**src/rtl/ccu_ctrl_snoop_collector.sv**
```systemverilog
// ---------------------------------------------------------------------------
// ccu_ctrl_snoop_collector
//
// Collects the snoop responses for one coherent transaction.
//   * Gathers one CR (snoop response) from every master in the snoop mask.
//   * ORs the response flags into a registered summary.
//   * Picks the lowest-index master that returned DataTransfer as the winner.
//   * Forwards the winner's CD beats to the downstream FIFO.
//   * Drains and drops the CD beats of every other data responder.
//
// Ports
//   clk_i, rst_i        clock, asynchronous active-high reset
//   start_i             begin a transaction (accepted only when idle)
//   snoop_mask_i        masters snooped, sampled together with start_i
//   busy_o              collection in progress (any state but IDLE)
//   cr_valid_i/ready_o  per-master CR handshake; cr_resp_i per-master CRRESP
//   cd_valid_i/ready_o  per-master CD handshake; cd_data_i, cd_last_i beat
//   cd_o                winner beat (combinational); cd_handshake_o beat pushed
//   cd_fifo_full_i      downstream CD FIFO full, back-pressures the winner
//   done_o              one-cycle completion pulse
//   data_avail_o, dirty_o, shared_o, error_o   registered response summary
//   first_responder_o   index of the forwarded (winning) responder
//   stall_cnt_o         cycles the winner was blocked by a full CD FIFO
//
// Build option
//   CCU_SNOOP_COLLECTOR_STALL_CNT_EN  adds the saturating 16-bit stall
//   counter; without it stall_cnt_o is tied to zero.
// ---------------------------------------------------------------------------
module ccu_ctrl_snoop_collector #(
  parameter int unsigned NoMstPorts      = 4,
  parameter int unsigned AxiDataWidth    = 64,
  parameter int unsigned DcacheLineWords = 2,
  parameter int unsigned MstIdxBits      = (NoMstPorts > 1) ? $clog2(NoMstPorts) : 1
) (
  input  logic                                      clk_i,
  input  logic                                      rst_i,
  input  logic                                      start_i,
  input  logic [NoMstPorts-1:0]                     snoop_mask_i,
  output logic                                      busy_o,
  input  logic [NoMstPorts-1:0]                     cr_valid_i,
  output logic [NoMstPorts-1:0]                     cr_ready_o,
  input  logic [NoMstPorts-1:0][4:0]                cr_resp_i,
  input  logic [NoMstPorts-1:0]                     cd_valid_i,
  output logic [NoMstPorts-1:0]                     cd_ready_o,
  input  logic [NoMstPorts-1:0][AxiDataWidth-1:0]   cd_data_i,
  input  logic [NoMstPorts-1:0]                     cd_last_i,
  output logic [AxiDataWidth-1:0]                   cd_o,
  output logic                                      cd_handshake_o,
  input  logic                                      cd_fifo_full_i,
  output logic                                      done_o,
  output logic                                      data_avail_o,
  output logic                                      dirty_o,
  output logic                                      shared_o,
  output logic                                      error_o,
  output logic [MstIdxBits-1:0]                     first_responder_o,
  output logic [15:0]                               stall_cnt_o
);

  localparam int unsigned BeatBits = (DcacheLineWords > 1) ? $clog2(DcacheLineWords) : 1;
  localparam logic [BeatBits-1:0] LastBeat = BeatBits'(DcacheLineWords - 1);

  // CRRESP bit positions
  localparam int unsigned RespDataTransfer = 0;
  localparam int unsigned RespError        = 1;
  localparam int unsigned RespPassDirty    = 2;
  localparam int unsigned RespIsShared     = 3;

  typedef enum logic [1:0] {
    IDLE,
    COLLECT_CR,
    COLLECT_CD,
    DONE
  } state_e;

  state_e                  state_q, state_d;
  logic [NoMstPorts-1:0]   cr_pend_q, cr_pend_d;    // CR still outstanding
  logic [NoMstPorts-1:0]   cd_pend_q, cd_pend_d;    // CD burst still outstanding
  logic [MstIdxBits-1:0]   winner_q, winner_d;
  logic [BeatBits-1:0]     beat_cnt_q, beat_cnt_d;  // winner beats accepted
  logic                    data_avail_q, data_avail_d;
  logic                    dirty_q, dirty_d;
  logic                    shared_q, shared_d;
  logic                    error_q, error_d;

  logic [NoMstPorts-1:0]   cd_rdy;
  logic                    win_hs;
  logic                    win_last_beat;

  // NOTE: every signal written here gets a default first, so no path through
  // the case statement can leave one unassigned and infer a latch.
  always_comb begin
    state_d        = state_q;
    cr_pend_d      = cr_pend_q;
    cd_pend_d      = cd_pend_q;
    winner_d       = winner_q;
    beat_cnt_d     = beat_cnt_q;
    data_avail_d   = data_avail_q;
    dirty_d        = dirty_q;
    shared_d       = shared_q;
    error_d        = error_q;
    cr_ready_o     = '0;
    cd_rdy         = '0;
    cd_o           = '0;
    cd_handshake_o = 1'b0;
    done_o         = 1'b0;
    win_hs         = 1'b0;
    win_last_beat  = 1'b0;

    unique case (state_q)
      IDLE: begin
        if (start_i) begin
          cr_pend_d    = snoop_mask_i;
          cd_pend_d    = '0;
          winner_d     = '0;
          beat_cnt_d   = '0;
          data_avail_d = 1'b0;
          dirty_d      = 1'b0;
          shared_d     = 1'b0;
          error_d      = 1'b0;
          state_d      = (snoop_mask_i == '0) ? DONE : COLLECT_CR;
        end
      end

      COLLECT_CR: begin
        cr_ready_o = cr_pend_q;
        // Ascending scan plus the index compare keeps the lowest-index data
        // responder as winner whatever order the CRs arrive in.
        for (int i = 0; i < NoMstPorts; i++) begin
          if (cr_valid_i[i] && cr_pend_q[i]) begin
            cr_pend_d[i] = 1'b0;
            dirty_d      = dirty_d  | cr_resp_i[i][RespPassDirty];
            shared_d     = shared_d | cr_resp_i[i][RespIsShared];
            error_d      = error_d  | cr_resp_i[i][RespError];
            if (cr_resp_i[i][RespDataTransfer]) begin
              cd_pend_d[i] = 1'b1;
              if (!data_avail_d || (MstIdxBits'(i) < winner_d)) begin
                winner_d = MstIdxBits'(i);
              end
              data_avail_d = 1'b1;
            end
          end
        end
        if (cr_pend_d == '0) begin
          state_d = data_avail_d ? COLLECT_CD : DONE;
        end
      end

      COLLECT_CD: begin
        // Losers are drained unconditionally; only the winner sees the FIFO.
        for (int i = 0; i < NoMstPorts; i++) begin
          if (cd_pend_q[i]) begin
            cd_rdy[i] = (MstIdxBits'(i) == winner_q) ? !cd_fifo_full_i : 1'b1;
          end
        end
        for (int i = 0; i < NoMstPorts; i++) begin
          if ((MstIdxBits'(i) != winner_q) && cd_valid_i[i] && cd_rdy[i] && cd_last_i[i]) begin
            cd_pend_d[i] = 1'b0;
          end
        end
        cd_o           = cd_data_i[winner_q];
        win_hs         = cd_pend_q[winner_q] && cd_valid_i[winner_q] && !cd_fifo_full_i;
        cd_handshake_o = win_hs;
        if (win_hs) begin
          win_last_beat = (beat_cnt_q == LastBeat);
          beat_cnt_d    = beat_cnt_q + BeatBits'(1);
          // A last flag in the wrong place is reported, but the burst still
          // ends so the transaction cannot hang on a misbehaving master.
          if (cd_last_i[winner_q] != win_last_beat) begin
            error_d = 1'b1;
          end
          if (cd_last_i[winner_q] || win_last_beat) begin
            cd_pend_d[winner_q] = 1'b0;
          end
        end
        if (cd_pend_d == '0) begin
          state_d = DONE;
        end
      end

      DONE: begin
        done_o  = 1'b1;
        state_d = IDLE;
      end

      default: state_d = IDLE;
    endcase
  end

  // NOTE: state registers use non-blocking assignments so every flop samples
  // the pre-edge value of every other flop.
  always_ff @(posedge clk_i or posedge rst_i) begin
    if (rst_i) begin
      state_q      <= IDLE;
      cr_pend_q    <= '0;
      cd_pend_q    <= '0;
      winner_q     <= '0;
      beat_cnt_q   <= '0;
      data_avail_q <= 1'b0;
      dirty_q      <= 1'b0;
      shared_q     <= 1'b0;
      error_q      <= 1'b0;
    end else begin
      state_q      <= state_d;
      cr_pend_q    <= cr_pend_d;
      cd_pend_q    <= cd_pend_d;
      winner_q     <= winner_d;
      beat_cnt_q   <= beat_cnt_d;
      data_avail_q <= data_avail_d;
      dirty_q      <= dirty_d;
      shared_q     <= shared_d;
      error_q      <= error_d;
    end
  end

  assign cd_ready_o        = cd_rdy;
  assign busy_o            = (state_q != IDLE);
  assign data_avail_o      = data_avail_q;
  assign dirty_o           = dirty_q;
  assign shared_o          = shared_q;
  assign error_o           = error_q;
  assign first_responder_o = winner_q;

`ifdef CCU_SNOOP_COLLECTOR_STALL_CNT_EN
  logic [15:0] stall_cnt_q, stall_cnt_d;

  // Counts only while the winner actually holds a beat the FIFO refuses.
  always_comb begin
    stall_cnt_d = stall_cnt_q;
    if ((state_q == COLLECT_CD) && cd_pend_q[winner_q] && cd_valid_i[winner_q] &&
        cd_fifo_full_i && (stall_cnt_q != 16'hFFFF)) begin
      stall_cnt_d = stall_cnt_q + 16'd1;
    end
  end

  always_ff @(posedge clk_i or posedge rst_i) begin
    if (rst_i) begin
      stall_cnt_q <= '0;
    end else begin
      stall_cnt_q <= stall_cnt_d;
    end
  end

  assign stall_cnt_o = stall_cnt_q;
`else
  assign stall_cnt_o = '0;
`endif

endmodule

```
**config.mk**
```make
export PLATFORM = sky130hd
export DESIGN_NAME = ccu_ctrl_snoop_collector
export DESIGN_NICKNAME = d
export VERILOG_FILES = /design/src/rtl/ccu_ctrl_snoop_collector.sv
export SDC_FILE = /design/constraint.sdc
export NUM_CORES = 1
export LEC_CHECK = 0
export CORE_AREA = 4 4 149 151
export CTS_CLUSTER_DIAMETER = 60
export CTS_CLUSTER_SIZE = 20
export DETAILED_ROUTE_END_ITERATION = 8
export DIE_AREA = 0 0 153 155
export MAX_ROUTING_LAYER = met4
export PLACE_DENSITY = 0.51
export SYNTH_ARGS = -nofsm -noshare
export SYNTH_HDL_FRONTEND = slang
export SYNTH_SLANG_ARGS = --single-unit
```
**constraint.sdc**
```tcl
create_clock -name clk_i -period 3.2 [get_ports clk_i]
set_clock_uncertainty 0.2 [all_clocks]
set_input_delay 0.64 -clock clk_i [delete_from_list [all_inputs] [get_ports clk_i]]
set_output_delay 0.64 -clock clk_i [all_outputs]
set_load 0.02 [all_outputs]
```
# == Yosys cells after proc, flatten, opt, wreduce, memory -nomap -nowiden ==
# Cells that the tools add are included.
# word_totals
ff_bits,17
inputBits,296
output_inout_bits,97
elab_cells,226
# classes
n_addsub,1
n_lt_le_gt_ge,6
n_eq_ne,23
n_mux,123
bitwise,14
reduce_logical,47
# ops
cell,n
$bmux W64 S2,1
$mux W64,2
$mux W1,80
$mux W2,20
$mux W4,7
$ne A2 B2 Y1 const B,13
$reduce_and A4 Y1,5
$logic_and A1 B1 Y1,19
$logic_not A4 Y1,3
$or A1 B1 Y1,12
$pmux W4 S3,1
$pmux W1 S2,4
$pmux W2 S4,1
$pmux W4 S2,1
$reduce_bool A2 Y1,4
$bmux W1 S2,3
$reduce_and A3 Y1,2
$logic_not A1 Y1,5
$logic_or A1 B1 Y1,5
$and A4 B4 Y4,1
$eq A2 B2 Y1 const A,2
$eq A2 B2 Y1 const B,2
$logic_not A2 Y1,2
$lt A1 B2 Y1 const A,2
other kinds (15),17

# == Longest topological paths before layout ==
# Gate-level depths: netlist of run 1.
# logic_depth
word_depth,24
ltp_mapped,11
mapped_depth_nobuf,8

# == Least setup slack after synthesis of run 1 ==
# Ideal clock, no wire load.
# synth_path
path_type,reg2reg
startpoint,"register winner_q[1], in the netlist first_responder_o[1]"
endpoint,register state_q[0]
setup_ns,0.087
t_arrival_ns,2.806
required_ns,2.913
path_slack_ns,0.107
path_stages_with_launch,12
path_buffers,3
period_less_slack_ns,3.093
cell_sequence,dfrtp_1 buf_6 buf_2 buf_1 mux4_2 inv_1 ha_1 or4b_1 o221ai_1 nand4_1 a211o_1 a22oi_1
# synth_via
elab_chain_cells,15
word_cells_on_any_way,62
cone_classes,2 x order compare; 7 x eq/ne; 31 x mux; 2 x bitwise; 20 x reduce/logical
# synth_lines
element,line,rtl
start: declaration,78,"logic [MstIdxBits-1:0] winner_q, winner_d;"
start signal: assignment,206,winner_q <= winner_d;
$eq A1 B2 Y1 (tied with other cells),152,cd_rdy[i] = (MstIdxBits'(i) == winner_q) ? !cd_fifo_full_i : 1'b1;
$mux W1,152,
$mux W1,151,if (cd_pend_q[i]) begin
$mux W1,109,unique case (state_q)
$logic_and A1 B1 Y1 (2 in a row),156,if ((MstIdxBits'(i) != winner_q) && cd_valid_i[i] && cd_rdy[i] && cd_last_i[i]) begin
$mux W1,156,
$mux W1,109,
$and A4 B4 Y4 (no line),n/a,
$mux W4,171,if (cd_last_i[winner_q] || win_last_beat) begin
$mux W4 (*),163,if (win_hs) begin
$mux W4 (*),109,
$logic_not A4 Y1 (*),175,if (cd_pend_d == '0) begin
$ne A2 B2 Y1 (no line) (*),n/a,
$reduce_and A3 Y1 (no line) (*),n/a,
end signal: assignment,203,state_q <= state_d;
end: declaration,75,"state_e state_q, state_d;"
# Mark *: on every way between the ends. The rest lies on a longest branch, timed or not. The select of a mux whose other input is x is not followed.
# A chain may end at the register's enable or synchronous reset.

# == Worst setup path after layout of run 1 ==
# layout_path
startpoint,input cd_valid_i[0]
endpoint,output cd_handshake_o
# layout_via
elab_chain_cells,5
# layout_lines
element,line,rtl
start: declaration,43,"input logic [NoMstPorts-1:0] cd_valid_i,"
$bmux W1 S2,161,win_hs = cd_pend_q[winner_q] && cd_valid_i[winner_q] && !cd_fifo_full_i;
$mux W1 (not written as such),161,
$logic_and A1 B1 Y1 (2 in a row),161,
$mux W1,109,
end: declaration,48,"output logic cd_handshake_o,"
# No other way between the ends. The select of a mux whose other input is x is not followed.

==> summary.md, run 1 <==
| Metric | Value |
|---|---|
| Status | `finished clean` |
| Pin count of the biggest net entering global routing | `48` |
| Mux contribution to synthesized area | `0.4234` |
| Grt ovf | `0` |
| Post-synthesis simple-gate area fraction | `0.2270` |
| Initial DRC count | `between 100 and 150` |
| Critical path arrival | `about 2.3 ns` |
| CP startpoint kind | `input port` |
| Longest Clk Path Bufs | `2` |
| DRT Pass-1 Iters | `4` |
| Final Hold Vio Count | `0` |
| Peak Freq | `319.2 MHz` |
| Layout area overhead | `122.6%` |
| RSZ-0062 raised after global routing | `no` |
| P_leak | `~3.3 nW` |
| Row count | `53` |
| Die Y | `roughly 160 um` |
| Crit-path cells | `clkdlybuf4s50_1 -> and3b_1 -> a311oi_1 -> a311oi_2 -> buf_4 -> and2_1 -> dlygate4sd2_1` |
| Slew HR | `0.5244` |
| Synth unique cells | `47` |
| Critical Path RT | `~2.4 ns` |
| Vias in the first global route | `4,786` |
| Cell Area, Synth | `roughly 3500 um^2` |
| Slew Viols, Final | `0` |
| Gate count of the mapped netlist | `roughly 350` |
| Layout cells sized above 1 | `0.1518` |
| Critical path class | `input port to primary output` |
| FF-to-FF path depth | `9` |
| Cell family with most CP delay | `buffers and inverters` |
| Mean Syn Cell Area | `~10 um^2` |
| Most frequent cells in the layout | `337 x clkdlybuf4s50_1, 71 x and2_1, 65 x mux4_2, 27 x dlymetal6s2s_1, 22 x buf_4` |
| Chip width | `about 150 um` |
| Adder-cell share of the synthesized area | `0.02128` |
| CTS tree | `built` |
| Max-cap violations | `0` |
| H-tree depth | `1` |
| Sequential area share after synthesis | `0.1206` |
| Power Dens Cells | `between 400 and 500 nW/um^2` |
| Synth area leaders | `mux4_2 41%, and2_1 13%, dfrtp_1 12%` |
| Largest stage delay on the critical path | `between 0.4 and 0.5 ns` |
| Root Buffer Master | `clkbuf_16` |
| Overall routed net length | `~21,000 um` |
| CP Capture Type | `primary output` |
| Vias | `4,432` |
| Clock sinks | `17` |
| Hpwl dp | `between 15,000 and 20,000 um` |
| Yosys top cell area share | `0.4149` |
| CP Depth | `7` |
| Cts bufs inserted | `3` |
| Slowest library cell on the worst path | `clkdlybuf4s50_1` |
| Clk slew on worst S/H paths | `about 0.060 ns` |
| VDD IR max | `between 200 and 250 uV` |
| Slew @ Worst Pin | `a little over 0.7 ns` |
| Yosys reg bits | `17` |
| Type of the tightest min-delay check | `flip-flop to flip-flop` |
| Drt wl/cell | `about 21 um` |
| Final worst path period need | `~3.1 ns` |
| Largest family of logic cells by synthesized area | `multiplexers` |
| Clk Latency, worst-skew pair | `~0.25 ns` |
| Synth warn | `0` |
| Ys async rst share | `1.000` |
| Gpl congestion | `slightly above 0.9` |
| Critical path peak fanout | `2` |
| Post-synth EDFFs | `0` |
| Bufs and invs on worst path | `3` |
| DIE AREA | `about 24,000 um^2` |
| Initial antenna violation count | `3` |
| WHS Path Cells | `2` |
| Leading cell type in the layout, fill and taps excluded | `clkdlybuf4s50_1` |
| Total GRT Usage | `0.1676` |
| Fillers | `~2,100` |
| Antenna viol nets, final | `0` |
| Io pins | `~400` |
| Number of remaining DRC errors | `0` |
| Compound-Gate Fraction of Synth Area | `0.1209` |
| Final period utilization | `0.9789` |
| Core Box Area | `approximately 21,000 um^2` |
| Initial core utilization | `0.1695` |
| Wire length of the first global-routing pass | `between 30,000 and 40,000 um` |
| Power, Total | `approximately 3.5 mW` |
| Synth Flop Type | `dfrtp_1` |
| Setup Total Neg Slack | `0 ns` |
| XOR/XNOR Fraction of Synth Area | `0` |
| Largest area contributor in the netlist | `mux4_2` |
| CTS Hold Buffers Added | `0` |
| # port buffers | `between 300 and 400` |
| Via density | `4.454` |
| Final setup viols | `0` |
| NumNets Final | `just over 1,000` |
state kept, by name (all words and copies together), names as in the netlist:
register and cells:
dirty_o 1, state_q 2, data_avail_o 1, beat_cnt_q 1, cd_pend_q 4, cr_pend_q 4
first_responder_o 2, shared_o 1, error_o 1
cell usage after synthesis, drive strengths merged (6+ instances only):
cell type	n
nand2	20
and3	6
mux4	65
nand3	15
a22o	6
nor2b	7
nor2	8
a21oi	11
ha	6
inv	13
o21ai	9
buf	27
clkbuf	19
and2	71
dfrtp	17
tightest hold or removal path: stages (launching register included):
cell	delay, ns
dfrtp_1	0.36
a21oi_1	0.05
nor2_1	0.07
path summary, 6_finish.rpt:
check / slack (ns) / end / from
max: 0.07 / cd_handshake_o / cd_valid_i[0]
min: 0.33 / shared_o / shared_o
max reg2reg: 0.19 / state_q[0] / first_responder_o[0]
min reg2reg: 0.33 / shared_o / shared_o
max in group asynchronous: 1.65 / first_responder_o[0] / rst_i
min in group asynchronous: 0.63 / first_responder_o[1] / rst_i
timing repair:
action                     in CTS  in global routing
buffers inserted                0                  1
pin swaps                       0                  4
setup endpoints to repair       4                 26
gates resized for setup         4                 32
stage by stage:
step                setup WS (ns)  area (um^2)  hold WS (ns)  utilization  cells
floorplan                  0.1068         3585        0.2729            -    363
global placement          -0.2128         7670        0.2883       0.3683    988
detailed placement        -0.1692         7670        0.3223       0.3683    988
CTS                      0.002980         7744        0.3347       0.3719    992
global route             0.002481         7854        0.3630       0.3772    995
finish                    0.06747         7854        0.3290       0.3772    995
cells by family (layout without fill, tap and decap cells):
kind of cell             after synthesis  after routing
multiplexers                          68             68
AND/OR/NAND/NOR                      139            139
flip-flops                            17             17
AO/OA/AOI/OAI                         57             57
buffers and inverters                 60            415
adder cells (fa/ha/maj)                6              6
other                                  1             18
metal layers:
layer	vias to the layer above	part of all wire	global-route usage
met5	-	0	-
met4	0	0.017	0.01867
met3	14	0.066	0.04061
met2	205	0.52	0.3043
met1	2147	0.40	0.1950
li1	2066	-	-
where the power goes:
| part | internal [mW] | leakage (nW) | total [mW] | switching, mW |
|---|---|---|---|---|
| clock | 0.169 | 0.0382 | 0.257 | 0.0872 |
| combinational | 1.49 | 3.01 | 2.88 | 1.39 |
| sequential | 0.293 | 0.224 | 0.403 | 0.111 |
cell type report:
| type | instances | area (um^2) | area share |
|---|---|---|---|
| Timing Repair Buffer | 397 | 4059 | 0.5168 |
| Multi-Input combinational cell | 286 | 2882 | 0.3669 |
| Sequential cell | 17 | 432.9 | 0.05512 |
| Tap cell | 275 | 344.1 | 0.04381 |
| Clock buffer | 4 | 78.83 | 0.01004 |
| Inverter | 14 | 52.55 | 0.006691 |
| Antenna cell | 2 | 5.005 | 0.0006372 |
Note: power is estimated with default switching activity, not from simulation.
==> inputs of run 2 (changes only) <==
--- a/config.mk
+++ b/config.mk
@@ -5,13 +5,13 @@
 export SDC_FILE = /design/constraint.sdc
 export NUM_CORES = 1
 export LEC_CHECK = 0
-export CORE_AREA = 4 4 149 151
+export CORE_AREA = 2 2 152 154
 export CTS_CLUSTER_DIAMETER = 60
 export CTS_CLUSTER_SIZE = 20
 export DETAILED_ROUTE_END_ITERATION = 8
-export DIE_AREA = 0 0 153 155
+export DIE_AREA = 0 0 154 156
 export MAX_ROUTING_LAYER = met4
-export PLACE_DENSITY = 0.51
+export PLACE_DENSITY = 0.48
 export SYNTH_ARGS = -nofsm -noshare
 export SYNTH_HDL_FRONTEND = slang
 export SYNTH_SLANG_ARGS = --single-unit
==> run 2 against run 1 <==
  * Sequential power up 1%
  * Clock power about the same
  * Flip-flop and latch count unchanged
  * First-iteration DRC count rose by 76%
  * Via count is 0.83% higher
  * Worst hold slack got worse by 0.023 ns
  * Non-clock buffer count down 1
  * Global-route usage increased by 0.12 points
  * Largest cell class unchanged
  * Largest power group unchanged
==> summary.md, run 2 (same netlist as run 1, synthesis figures left out) <==
| Metric | Value |
|---|---|
| Area post-placement | `~7600 um^2` |
| WHS Path Cells | `1` |
| Power Dens Cells | `roughly 450 nW/um^2` |
| Slew @ Worst Pin | `0.7154 ns` |
| Critical path arrival | `2.30 ns` |
| Peak Freq | `about 320 MHz` |
| NumNets Final | `about 1,000` |
| Root Buffer Master | `clkbuf_16` |
| # port buffers | `approximately 370` |
| Leading cell type in the layout, fill and taps excluded | `clkdlybuf4s50_1` |
| Drt wl/cell | `20.97 um` |
| PnR worst setup slack | `0.05549 ns` |
| CTS tree | `built` |
| Slew HR | `0.5225` |
| Clk Latency, worst-skew pair | `between 0.2 and 0.3 ns` |
| Cell Int Power | `1.916 mW` |
| Longest Clk Path Bufs | `2` |
| Final non-filler cell area | `about 8000 um^2` |
| Slew Viols, Final | `0` |
| Final setup viols | `0` |
| Final period utilization | `0.9827` |
| Die Y | `156 um` |
| Row count | `between 50 and 60` |
| Cts bufs inserted | `3` |
| Final worst path period need | `3.145 ns` |
| FF-to-FF path depth | `9` |
| Fillers | `~2,200` |
| Io pins | `~390` |
| Critical path class | `input port to primary output` |
| CP startpoint kind | `input port` |
| Comb power frac | `0.811` |
| Gpl congestion | `0.9020` |
| CTS Hold Buffers Added | `0` |
| Clock sinks | `17` |
| Switching Fraction | `0.4538` |
| Initial DRC count | `around 260` |
| Vias | `4,469` |
| Total GRT Usage | `0.1688` |
| Pin count of the biggest net entering global routing | `43` |
| Number of remaining DRC errors | `0` |
| Grt ovf | `0` |
| VDD IR max | `approximately 230 uV` |
| P_leak | `around 3.1 nW` |
| H-tree depth | `1` |
| Clock power frac | `0.073` |
| Overall routed net length | `~21,000 um` |
| Sw Pwr | `1.592 mW` |
| Chip width | `around 150 um` |
| Final Hold Vio Count | `0` |
| DIE AREA | `between 20,000 and 25,000 um^2` |
| Top Registers | `cd_pend_q: 4 flops, cr_pend_q: 4 flops` |
| Type of the tightest min-delay check | `flip-flop to flip-flop` |
| Critical Path RT | `around 2.4 ns` |
| Setup Total Neg Slack | `0 ns` |
| Clk slew on worst S/H paths | `around 0.05 ns` |
| Most frequent cells in the layout | `333 x clkdlybuf4s50_1, 71 x and2_1, 65 x mux4_2, 25 x dlygate4sd2_1, 20 x nand2_1` |
| Via density | `4.451` |
| Wire length of the first global-routing pass | `around 30,000 um` |
| Layout area overhead | `121.0%` |
| Vias in the first global route | `4,766` |
| Initial core utilization | `0.1578` |
| Max-cap violations | `0` |
| RSZ-0062 raised after global routing | `yes` |
| Fin util | `0.3486` |
| DRT Pass-1 Iters | `4` |
| Reg power frac | `0.116` |
| Initial antenna violation count | `2` |
| Status | `finished clean` |
| Hpwl dp | `between 15,000 and 20,000 um` |
| Core Box Area | `between 20,000 and 25,000 um^2` |
| Antenna viol nets, final | `0` |
| Layout cells sized above 1 | `0.1423` |
| Pre-CTS setup slack | `-0.1939 ns` |
| Power, Total | `around 3.5 mW` |
| CP Capture Type | `primary output` |
| Critical path peak fanout | `1` |
run 2: cell types whose count changed in the layout (fill, tap and decap cells not counted), sizes merged:
cell           before  now
buf                29   23
dlygate4sd2         4   25
dlymetal6s2s       27   14
clkbuf              4    5
clkdlybuf4s50     337  333
run 2: cell type report:
class | instances | area (um^2) | area share
Antenna cell | 2 | 5.005 | 0.0006418
Clock buffer | 4 | 78.83 | 0.01011
Inverter | 14 | 52.55 | 0.006739
Multi-Input combinational cell | 286 | 2865 | 0.3675
Sequential cell | 17 | 432.9 | 0.05552
Tap cell | 285 | 356.6 | 0.04573
Timing Repair Buffer | 396 | 4006 | 0.5138
run 2: critical path: stages:
cell and delay [ns]:
clkdlybuf4s50_1 0.48, mux4_2 0.48, and2_1 0.17, clkdlybuf4s50_1 0.53
run 2: per-layer routing:
| metal | global-route usage | share of wire | vias to the layer above | routed length (um) |
|---|---|---|---|---|
| met1 | 0.2025 | 0.40 | 2207 | 8343 |
| met5 | - | 0 | - | 0 |
| met2 | 0.3094 | 0.54 | 190 | 11320 |
| li1 | - | - | 2066 | - |
| met4 | 0.01558 | 0.0022 | 0 | 46 |
| met3 | 0.02694 | 0.064 | 6 | 1342 |
run 2: worst paths after layout:
| path | start | endpoint | slack [ns] |
|---|---|---|---|
| min | beat_cnt_q | beat_cnt_q | 0.31 |
| min reg2reg | beat_cnt_q | beat_cnt_q | 0.31 |
| max | cd_data_i[151] | cd_o[23] | 0.06 |
| max reg2reg | first_responder_o[0] | state_q[0] | 0.14 |
| max in group asynchronous | rst_i | first_responder_o[1] | 1.66 |
| min in group asynchronous | rst_i | first_responder_o[0] | 0.61 |
run 2: what timing repair did:
| item | CTS | global route |
|---|---|---|
| gates cloned | 0 | 1 |
| pin swaps | 0 | 2 |
| resized for setup | 28 | 15 |
| endpoints found under the setup margin | 33 | 36 |
| buffers inserted | 0 | 2 |
run 2: through the flow:
stage | cells | hold WS (ns)
2_1_floorplan | 363 | 0.2729
3_3_place_gp | 995 | 0.2929
3_5_place_dp | 995 | 0.2956
4_1_cts | 999 | 0.3126
5_1_grt | 1004 | 0.3713
6_report | 1004 | 0.3061
run 2: power by group through the flow:
stage	sequential, mW	combinational (mW)	clock (mW)
after global placement	0.409	2.89	0
after floorplan	0.377	1.60	0
after detailed placement	0.410	2.91	0
after global routing	0.425	3.06	0.274
after CTS	0.410	2.88	0.264
final	0.407	2.85	0.257
